==> src/rtl/hex_mem_arbiter_if.sv <==
// Bundle of the N request ports and the shared memory port of hex_mem_arbiter.
// The arbiter takes the slave view; the requesters and the memory take the master view.
interface hex_mem_arbiter_if #(
   parameter int N_REQ  = 4,
   parameter int ADDR_W = 32,
   parameter int DATA_W = 32
);
   logic [N_REQ-1:0]        i_req_valid;
   logic [N_REQ-1:0]        o_req_ready;
   logic [N_REQ-1:0]        i_req_we;
   logic [N_REQ*ADDR_W-1:0] i_req_addr;
   logic [N_REQ*DATA_W-1:0] i_req_data;
   logic [N_REQ-1:0]        o_rsp_valid;
   logic [DATA_W-1:0]       o_rsp_data;
   logic                    o_m_valid;
   logic                    o_m_we;
   logic [ADDR_W-1:0]       o_m_addr;
   logic [DATA_W-1:0]       o_m_data;
   logic [DATA_W-1:0]       i_m_data;

   modport slave (
      input  i_req_valid, i_req_we, i_req_addr, i_req_data, i_m_data,
      output o_req_ready, o_rsp_valid, o_rsp_data,
      output o_m_valid, o_m_we, o_m_addr, o_m_data
   );

   modport master (
      output i_req_valid, i_req_we, i_req_addr, i_req_data, i_m_data,
      input  o_req_ready, o_rsp_valid, o_rsp_data,
      input  o_m_valid, o_m_we, o_m_addr, o_m_data
   );
endinterface

==> src/rtl/hex_mem_arbiter.sv <==
// N-port arbiter (round-robin or fixed priority) in front of one single-port memory,
// routing each read response back to its issuing port through a tag pipeline.
module hex_mem_arbiter #(
   parameter int N_REQ     = 4,
   parameter int ADDR_W    = 32,
   parameter int DATA_W    = 32,
   parameter int RD_LAT    = 1,
   parameter int PRIO_MODE = 0
) (
   input logic              i_clk,
   input logic              i_rst,
   hex_mem_arbiter_if.slave bus
);
   localparam int TAG_W = (N_REQ > 1) ? $clog2(N_REQ) : 1;

   if (N_REQ < 2 || N_REQ > 16) begin : g_bad_n_req
      $error("hex_mem_arbiter: N_REQ must be within 2..16");
   end
   if (RD_LAT < 1 || RD_LAT > 8) begin : g_bad_rd_lat
      $error("hex_mem_arbiter: RD_LAT must be within 1..8");
   end
   if (PRIO_MODE != 0 && PRIO_MODE != 1) begin : g_bad_prio_mode
      $error("hex_mem_arbiter: PRIO_MODE must be 0 or 1");
   end

   typedef struct packed {
      logic             vld;
      logic [TAG_W-1:0] id;
   } tag_t;

   logic [ADDR_W-1:0] req_addr [N_REQ];
   logic [DATA_W-1:0] req_data [N_REQ];

   for (genvar k = 0; k < N_REQ; k++) begin : g_unpack
      assign req_addr[k] = bus.i_req_addr[k*ADDR_W +: ADDR_W];
      assign req_data[k] = bus.i_req_data[k*DATA_W +: DATA_W];
   end

   logic [N_REQ-1:0]  grant;
   logic [TAG_W-1:0]  grant_id;
   logic [TAG_W-1:0]  cand;
   logic              accept;
   logic [TAG_W-1:0]  ptr_q, ptr_d;
   logic              m_valid_q, m_we_q;
   logic [ADDR_W-1:0] m_addr_q;
   logic [DATA_W-1:0] m_data_q;
   logic [N_REQ-1:0]  rsp_valid_q;
   logic [DATA_W-1:0] rsp_data_q;
   tag_t              tag_q [RD_LAT+1];

   always_comb begin
      // NOTE: every signal written here gets a default first, so no path through the search infers a latch.
      grant    = '0;
      grant_id = '0;
      cand     = '0;
      accept   = 1'b0;
      ptr_d    = ptr_q;
      // Nothing is granted while reset is asserted, so ready is low during reset.
      if (i_rst) begin
         for (int i = 0; i < N_REQ; i++) begin
            cand = (PRIO_MODE == 1) ? TAG_W'(i) : TAG_W'((int'(ptr_q) + i) % N_REQ);
            if (!accept && bus.i_req_valid[cand]) begin
               accept      = 1'b1;
               grant_id    = cand;
               grant[cand] = 1'b1;
            end
         end
      end
      if (accept) begin
         ptr_d = (grant_id == TAG_W'(N_REQ - 1)) ? '0 : grant_id + 1'b1;
      end
   end

   // NOTE: sequential state is updated with <= only, so every register sees pre-edge values.
   always_ff @(posedge i_clk) begin
      if (!i_rst) begin
         ptr_q       <= '0;
         m_valid_q   <= 1'b0;
         m_we_q      <= 1'b0;
         m_addr_q    <= '0;
         m_data_q    <= '0;
         rsp_valid_q <= '0;
         rsp_data_q  <= '0;
         // NOTE: the tag pipeline is control state, not storage, so it is cleared; this drops in-flight reads.
         for (int k = 0; k <= RD_LAT; k++) begin
            tag_q[k] <= '0;
         end
      end else begin
         ptr_q     <= ptr_d;
         m_valid_q <= accept;
         m_we_q    <= accept && bus.i_req_we[grant_id];
         if (accept) begin
            m_addr_q <= req_addr[grant_id];
            m_data_q <= req_data[grant_id];
         end
         tag_q[0].vld <= accept && !bus.i_req_we[grant_id];
         tag_q[0].id  <= grant_id;
         for (int k = 1; k <= RD_LAT; k++) begin
            tag_q[k] <= tag_q[k-1];
         end
         // Stage RD_LAT lines up with the cycle in which the memory presents read data.
         rsp_valid_q <= '0;
         if (tag_q[RD_LAT].vld) begin
            rsp_valid_q <= N_REQ'(1) << tag_q[RD_LAT].id;
            rsp_data_q  <= bus.i_m_data;
         end
      end
   end

   assign bus.o_req_ready = grant;
   assign bus.o_m_valid   = m_valid_q;
   assign bus.o_m_we      = m_we_q;
   assign bus.o_m_addr    = m_addr_q;
   assign bus.o_m_data    = m_data_q;
   assign bus.o_rsp_valid = rsp_valid_q;
   assign bus.o_rsp_data  = rsp_data_q;
endmodule

==> src/flat_wrapper.sv <==
// flat-port wrapper written by rule: the top's interface ports become plain ports
module hex_mem_arbiter_flat 
#(
   parameter int N_REQ     = 4,
   parameter int ADDR_W    = 32,
   parameter int DATA_W    = 32,
   parameter int RD_LAT    = 1,
   parameter int PRIO_MODE = 0
)
  (i_clk, i_rst, bus_i_req_valid, bus_i_req_we, bus_i_req_addr, bus_i_req_data, bus_i_m_data, bus_o_req_ready, bus_o_rsp_valid, bus_o_rsp_data, bus_o_m_valid, bus_o_m_we, bus_o_m_addr, bus_o_m_data);
  hex_mem_arbiter_if #(.N_REQ(N_REQ), .ADDR_W(ADDR_W), .DATA_W(DATA_W)) bus_i ();
  input logic i_clk;
  input logic i_rst;
  input wire logic [$bits(bus_i.i_req_valid)-1:0] bus_i_req_valid;
  input wire logic [$bits(bus_i.i_req_we)-1:0] bus_i_req_we;
  input wire logic [$bits(bus_i.i_req_addr)-1:0] bus_i_req_addr;
  input wire logic [$bits(bus_i.i_req_data)-1:0] bus_i_req_data;
  input wire logic [$bits(bus_i.i_m_data)-1:0] bus_i_m_data;
  output wire logic [$bits(bus_i.o_req_ready)-1:0] bus_o_req_ready;
  output wire logic [$bits(bus_i.o_rsp_valid)-1:0] bus_o_rsp_valid;
  output wire logic [$bits(bus_i.o_rsp_data)-1:0] bus_o_rsp_data;
  output wire logic [$bits(bus_i.o_m_valid)-1:0] bus_o_m_valid;
  output wire logic [$bits(bus_i.o_m_we)-1:0] bus_o_m_we;
  output wire logic [$bits(bus_i.o_m_addr)-1:0] bus_o_m_addr;
  output wire logic [$bits(bus_i.o_m_data)-1:0] bus_o_m_data;
  assign bus_i.i_req_valid = bus_i_req_valid;
  assign bus_i.i_req_we = bus_i_req_we;
  assign bus_i.i_req_addr = bus_i_req_addr;
  assign bus_i.i_req_data = bus_i_req_data;
  assign bus_i.i_m_data = bus_i_m_data;
  assign bus_o_req_ready = bus_i.o_req_ready;
  assign bus_o_rsp_valid = bus_i.o_rsp_valid;
  assign bus_o_rsp_data = bus_i.o_rsp_data;
  assign bus_o_m_valid = bus_i.o_m_valid;
  assign bus_o_m_we = bus_i.o_m_we;
  assign bus_o_m_addr = bus_i.o_m_addr;
  assign bus_o_m_data = bus_i.o_m_data;
  hex_mem_arbiter #(.N_REQ(N_REQ), .ADDR_W(ADDR_W), .DATA_W(DATA_W), .RD_LAT(RD_LAT), .PRIO_MODE(PRIO_MODE)) u_core (.i_clk(i_clk), .i_rst(i_rst), .bus(bus_i));
endmodule
==> config.mk <==
export PLATFORM = sky130hd
export DESIGN_NAME = hex_mem_arbiter_flat
export DESIGN_NICKNAME = d
export VERILOG_FILES = /design/src/rtl/hex_mem_arbiter_if.sv /design/src/rtl/hex_mem_arbiter.sv /design/src/flat_wrapper.sv
export SDC_FILE = /design/constraint.sdc
export NUM_CORES = 1
export LEC_CHECK = 0
export BUFFER_PORTS_ARGS = -buffer_cell sky130_fd_sc_hd__buf_4
export CAP_MARGIN = 20
export CORE_AREA = 2 2 157 159
export DETAILED_ROUTE_END_ITERATION = 8
export DIE_AREA = 0 0 159 161
export PLACE_DENSITY_LB_ADDON = 0.05
export SLEW_MARGIN = 15
export SYNTH_ARGS = -nofsm -noshare
export SYNTH_HDL_FRONTEND = slang
export SYNTH_SLANG_ARGS = --single-unit
==> constraint.sdc <==
create_clock -name i_clk -period 3.6 [get_ports i_clk]
set_clock_uncertainty 0.15 [all_clocks]
set_input_delay 0.36 -clock i_clk [delete_from_list [all_inputs] [get_ports i_clk]]
set_output_delay 0.36 -clock i_clk [all_outputs]
set_load 0.01 [all_outputs]
==> results.rst <==
.. list-table::
   :header-rows: 1

   * - Metric
     - Value
   * - Reg-to-reg startpoint
     - u_core.ptr_q[0]
   * - Most frequent cells in the layout
     - 424 x buf_4, 109 x dfxtp_1, 99 x mux2i_1
   * - Pin count of the biggest net entering global routing
     - 44
   * - Wire length of the first global-routing pass
     - 38,000 µm
   * - Footprint of the multi-input gates
     - 3350 µm²
   * - Cell accounting for the most synthesized area
     - dfxtp_1
   * - Final ANT Viol Nets
     - 0
   * - Status
     - finished, final reports clean
   * - Syn nets
     - 929
   * - Horiz. Die Dim
     - 159 µm
   * - Final hold violation count
     - 0
   * - Count of flip-flops with a built-in enable after synthesis
     - 0
   * - Setup total negative slack
     - 0 ns
   * - Total of flip-flops plus latches after synthesis
     - 110
   * - Area used by sequential logic in the layout
     - 2200 µm²
   * - Signal arrival time at the worst endpoint
     - 3.33 ns
   * - Initial standard-cell utilization of the core
     - 24.3%
   * - Count of clock tree sinks
     - 110
   * - Final design area excluding fillers
     - 9540 µm²
   * - DP Wirelength
     - 18,500 µm
   * - Reg-to-Reg End
     - u_core.bus.o_m_data[17]
   * - Core area
     - 24,000 µm²
   * - PostCTS Resize Cnt
     - 0
   * - Mean cell area of the mapped netlist
     - 9.35 µm²
   * - Chip Height
     - 161 µm
   * - Hold_sp
     - bus_i_m_data[19]
   * - Number of global-route vias before repair
     - 6,401
   * - Worst rel slew slack
     - 36.2%
   * - RD Place Congestion
     - 0.755
   * - WL final
     - 25,100 µm
   * - Syn Inst Count
     - 623
   * - CTS tree
     - built
   * - Later-pin clock latency in the skew report
     - 0.36 ns
   * - Bufs on Longest Clock Path
     - 2
   * - Sequential fraction of the synthesis area
     - 37.8%
   * - Hold_buf cts
     - 0
   * - Area of the die
     - 25,600 µm²
   * - R2R cell count
     - 8
   * - Initial antenna violation count
     - 0
   * - Count of max-cap constraint violations
     - 0
   * - Number of max-slew violations in the final report
     - 0
   * - Top flip-flop cell by instance count after synthesis
     - dfxtp_1
   * - Vias after detailed routing
     - 6,303
   * - Setup repair after global routing missed its margin
     - false
   * - Post-place instance area
     - 9250 µm²
   * - Worst-path fanout max
     - 18
   * - Count of unique library cells instantiated by Yosys
     - 52
   * - WHS Endpoint
     - u_core.bus.o_rsp_data[19]
   * - Crit-path cells
     - buf_4, mux4_2, nand2b_1, a21oi_2, or2_1, buf_4, a31oi_1, o221ai_1
   * - Pre-Repair DR Iteration Count
     - 4
   * - Total grt overflow
     - 0
   * - Count of fill cells added during filler insertion
     - 2,502
   * - Final Critical Period
     - 3.20 ns
   * - Row cnt
     - 57
   * - Count of yosys warnings during synthesis
     - 0
   * - Maximum clock frequency
     - 0.313 GHz
   * - Number of buffers added by the clock tree synthesis step
     - 9
   * - Cell at the slowest stage of the critical path
     - or2_1
   * - WHS
     - 0.0802 ns
   * - CP max stage delay
     - 0.75 ns
   * - Type of the setup path with the least slack
     - reg -> reg
   * - Total track usage
     - 18.9%
   * - Detail-routed via count per cell
     - 4.74
   * - Area grow syn2layout
     - 63.7%
   * - Clock slew at the register clock pins of the worst setup and hold paths
     - 0.08 ns
   * - Lkg Pwr
     - 4.45 nW
   * - Critical path's most frequent cell
     - buf_4
   * - I/O pin count
     - 404
   * - Initial DRC Count
     - 279
   * - Type of element capturing the critical path
     - flip-flop
   * - Final routed wire length divided by cell count
     - 18.9 µm
   * - Transition time at the pin with the least slew margin
     - 0.956 ns
   * - Total setup violations reported at the end of the flow
     - 0
   * - Cell chosen for the clock root
     - clkbuf_16
   * - Worst reg2reg setup slack
     - 0.40 ns
   * - Area share of the leading cell type in the synthesized netlist
     - 37.8%
   * - Layout cells sized above 1
     - 46.4%
   * - Count of unresolved DRC violations after routing
     - 0
   * - Leading cell types by total area after synthesis
     - dfxtp_1 38%, mux2i_1 17%, o221ai_1 8.9%
   * - Number of post-CTS setup repair buffers
     - 0
   * - Worst Hold Class
     - in -> reg
   * - Total of buffers placed on input and output ports
     - 403
   * - Total Nets Final
     - 1,305
   * - Pwr Density
     - 694 nW/µm²
   * - Critical Path RT
     - 3.73 ns
   * - Tcrit/Tclk final
     - 88.9%
   * - Worst supply voltage drop on vdd
     - 338 µV
   * - Share of flip-flops with an asynchronous set or reset
     - 0%
   * - Most common cell after layout, fill and taps aside
     - buf_4
   * - Number of H-tree levels
     - 3
   * - Startpoint types
     - flip-flop
   * - WHS Path Cells
     - 3
   * - Cell area after technology mapping
     - 5830 µm²
-- cells by family after synthesis --
group / count (synthesis) / synth area share [%]
adders and majority gates: 8 / 1.72
buffers and inverters: 70 / 5.35
AOI/OAI and AO/OA: 151 / 20.4
muxes: 108 / 19.6
DFF: 110 / 37.8
xor gates and xnor gates: 1 / 0.150
and+or+nand+nor: 175 / 14.9
-- synthesized netlist by cell type (2+ instances only) --
library cell / n
and2_1: 4
nor3_1: 3
a21oi_1: 4
dfxtp_1: 110
buf_4: 4
a31oi_1: 29
o221ai_1: 59
nor3b_1: 30
mux2_4: 5
and3_1: 2
nor2b_1: 6
buf_6: 2
a221oi_1: 4
mux2i_1: 99
clkbuf_1: 37
o21ai_0: 3
a2111oi_0: 5
buf_1: 5
nor2_1: 55
ha_1: 8
a22oi_1: 4
o211ai_1: 30
inv_1: 6
a221o_1: 5
nand2_1: 61
mux4_2: 3
buf_2: 15
-- state kept, by name (all words and copies together) (netlist names) --
register,cells
u_core.bus.o_rsp_valid,4
u_core.bus.o_m_valid,1
u_core.ptr_q,2
u_core.bus.o_m_data,32
u_core.tag_q,6
u_core.bus.o_rsp_data,32
u_core.bus.o_m_we,1
u_core.bus.o_m_addr,32
-- layout make-up --
class | count | area share [%]
diodes | 1 | 0.0262
clock buffers | 10 | 2.40
clock inverters | 6 | 0.590
inverters | 7 | 0.275
multi-input cells | 443 | 35.1
flip-flops and latches | 110 | 23.1
well taps | 324 | 4.25
repair buffers | 428 | 34.2
-- power breakdown --
group / total [W] / internal [W] / switching (W)
registers: 0.00185 / 0.00162 / 0.000227
clock network: 0.00101 / 0.000485 / 0.000523
logic: 0.00376 / 0.00178 / 0.00198
total: 0.00662 / 0.00389 / 0.00273
-- per-layer routing --
layer	vias up	routed length, µm	track usage (%)
li1	3109	-	-
met1	2929	10300	22.6
met2	245	12500	33.5
met3	20	1920	5.96
met4	0	342	4.13
met5	-	0	0
-- through the flow --
step                      utilization [%]  instances  power [W]  setup WS (ns)
after floorplan                         -        623    0.00403          0.490
after global placement               38.6       1312    0.00570          0.469
after detailed placement             38.6       1312    0.00569          0.363
after CTS                            39.8       1328    0.00673          0.168
after global routing                 39.8       1328    0.00709          0.130
final                                39.8       1329    0.00662          0.401
-- worst max-delay path: cells and delay by family, from the launching register on --
family / cells / cell delay [ns]
AND/OR/NAND/NOR: 2 / 0.95
buffers and inverters: 2 / 0.60
multiplexers: 1 / 0.55
AO/OA/AOI/OAI: 3 / 0.49
flip-flops: 1 / 0.37
-- worst max path at each step --
stage / start / to / slack, ns / cells after the start
2_1_floorplan: u_core.ptr_q[0] / u_core.bus.o_m_addr[5] / 0.49 / 11
3_3_place_gp: u_core.ptr_q[0] / u_core.bus.o_m_data[4] / 0.47 / 7
3_5_place_dp: u_core.ptr_q[0] / u_core.bus.o_m_data[30] / 0.36 / 7
4_1_cts: u_core.ptr_q[0] / bus_o_req_ready[1] / 0.17 / 10
5_1_grt: u_core.ptr_q[0] / bus_o_req_ready[3] / 0.13 / 10
6_report: u_core.ptr_q[0] / u_core.bus.o_m_data[17] / 0.40 / 8
Note: power is estimated with default switching activity, not from simulation.
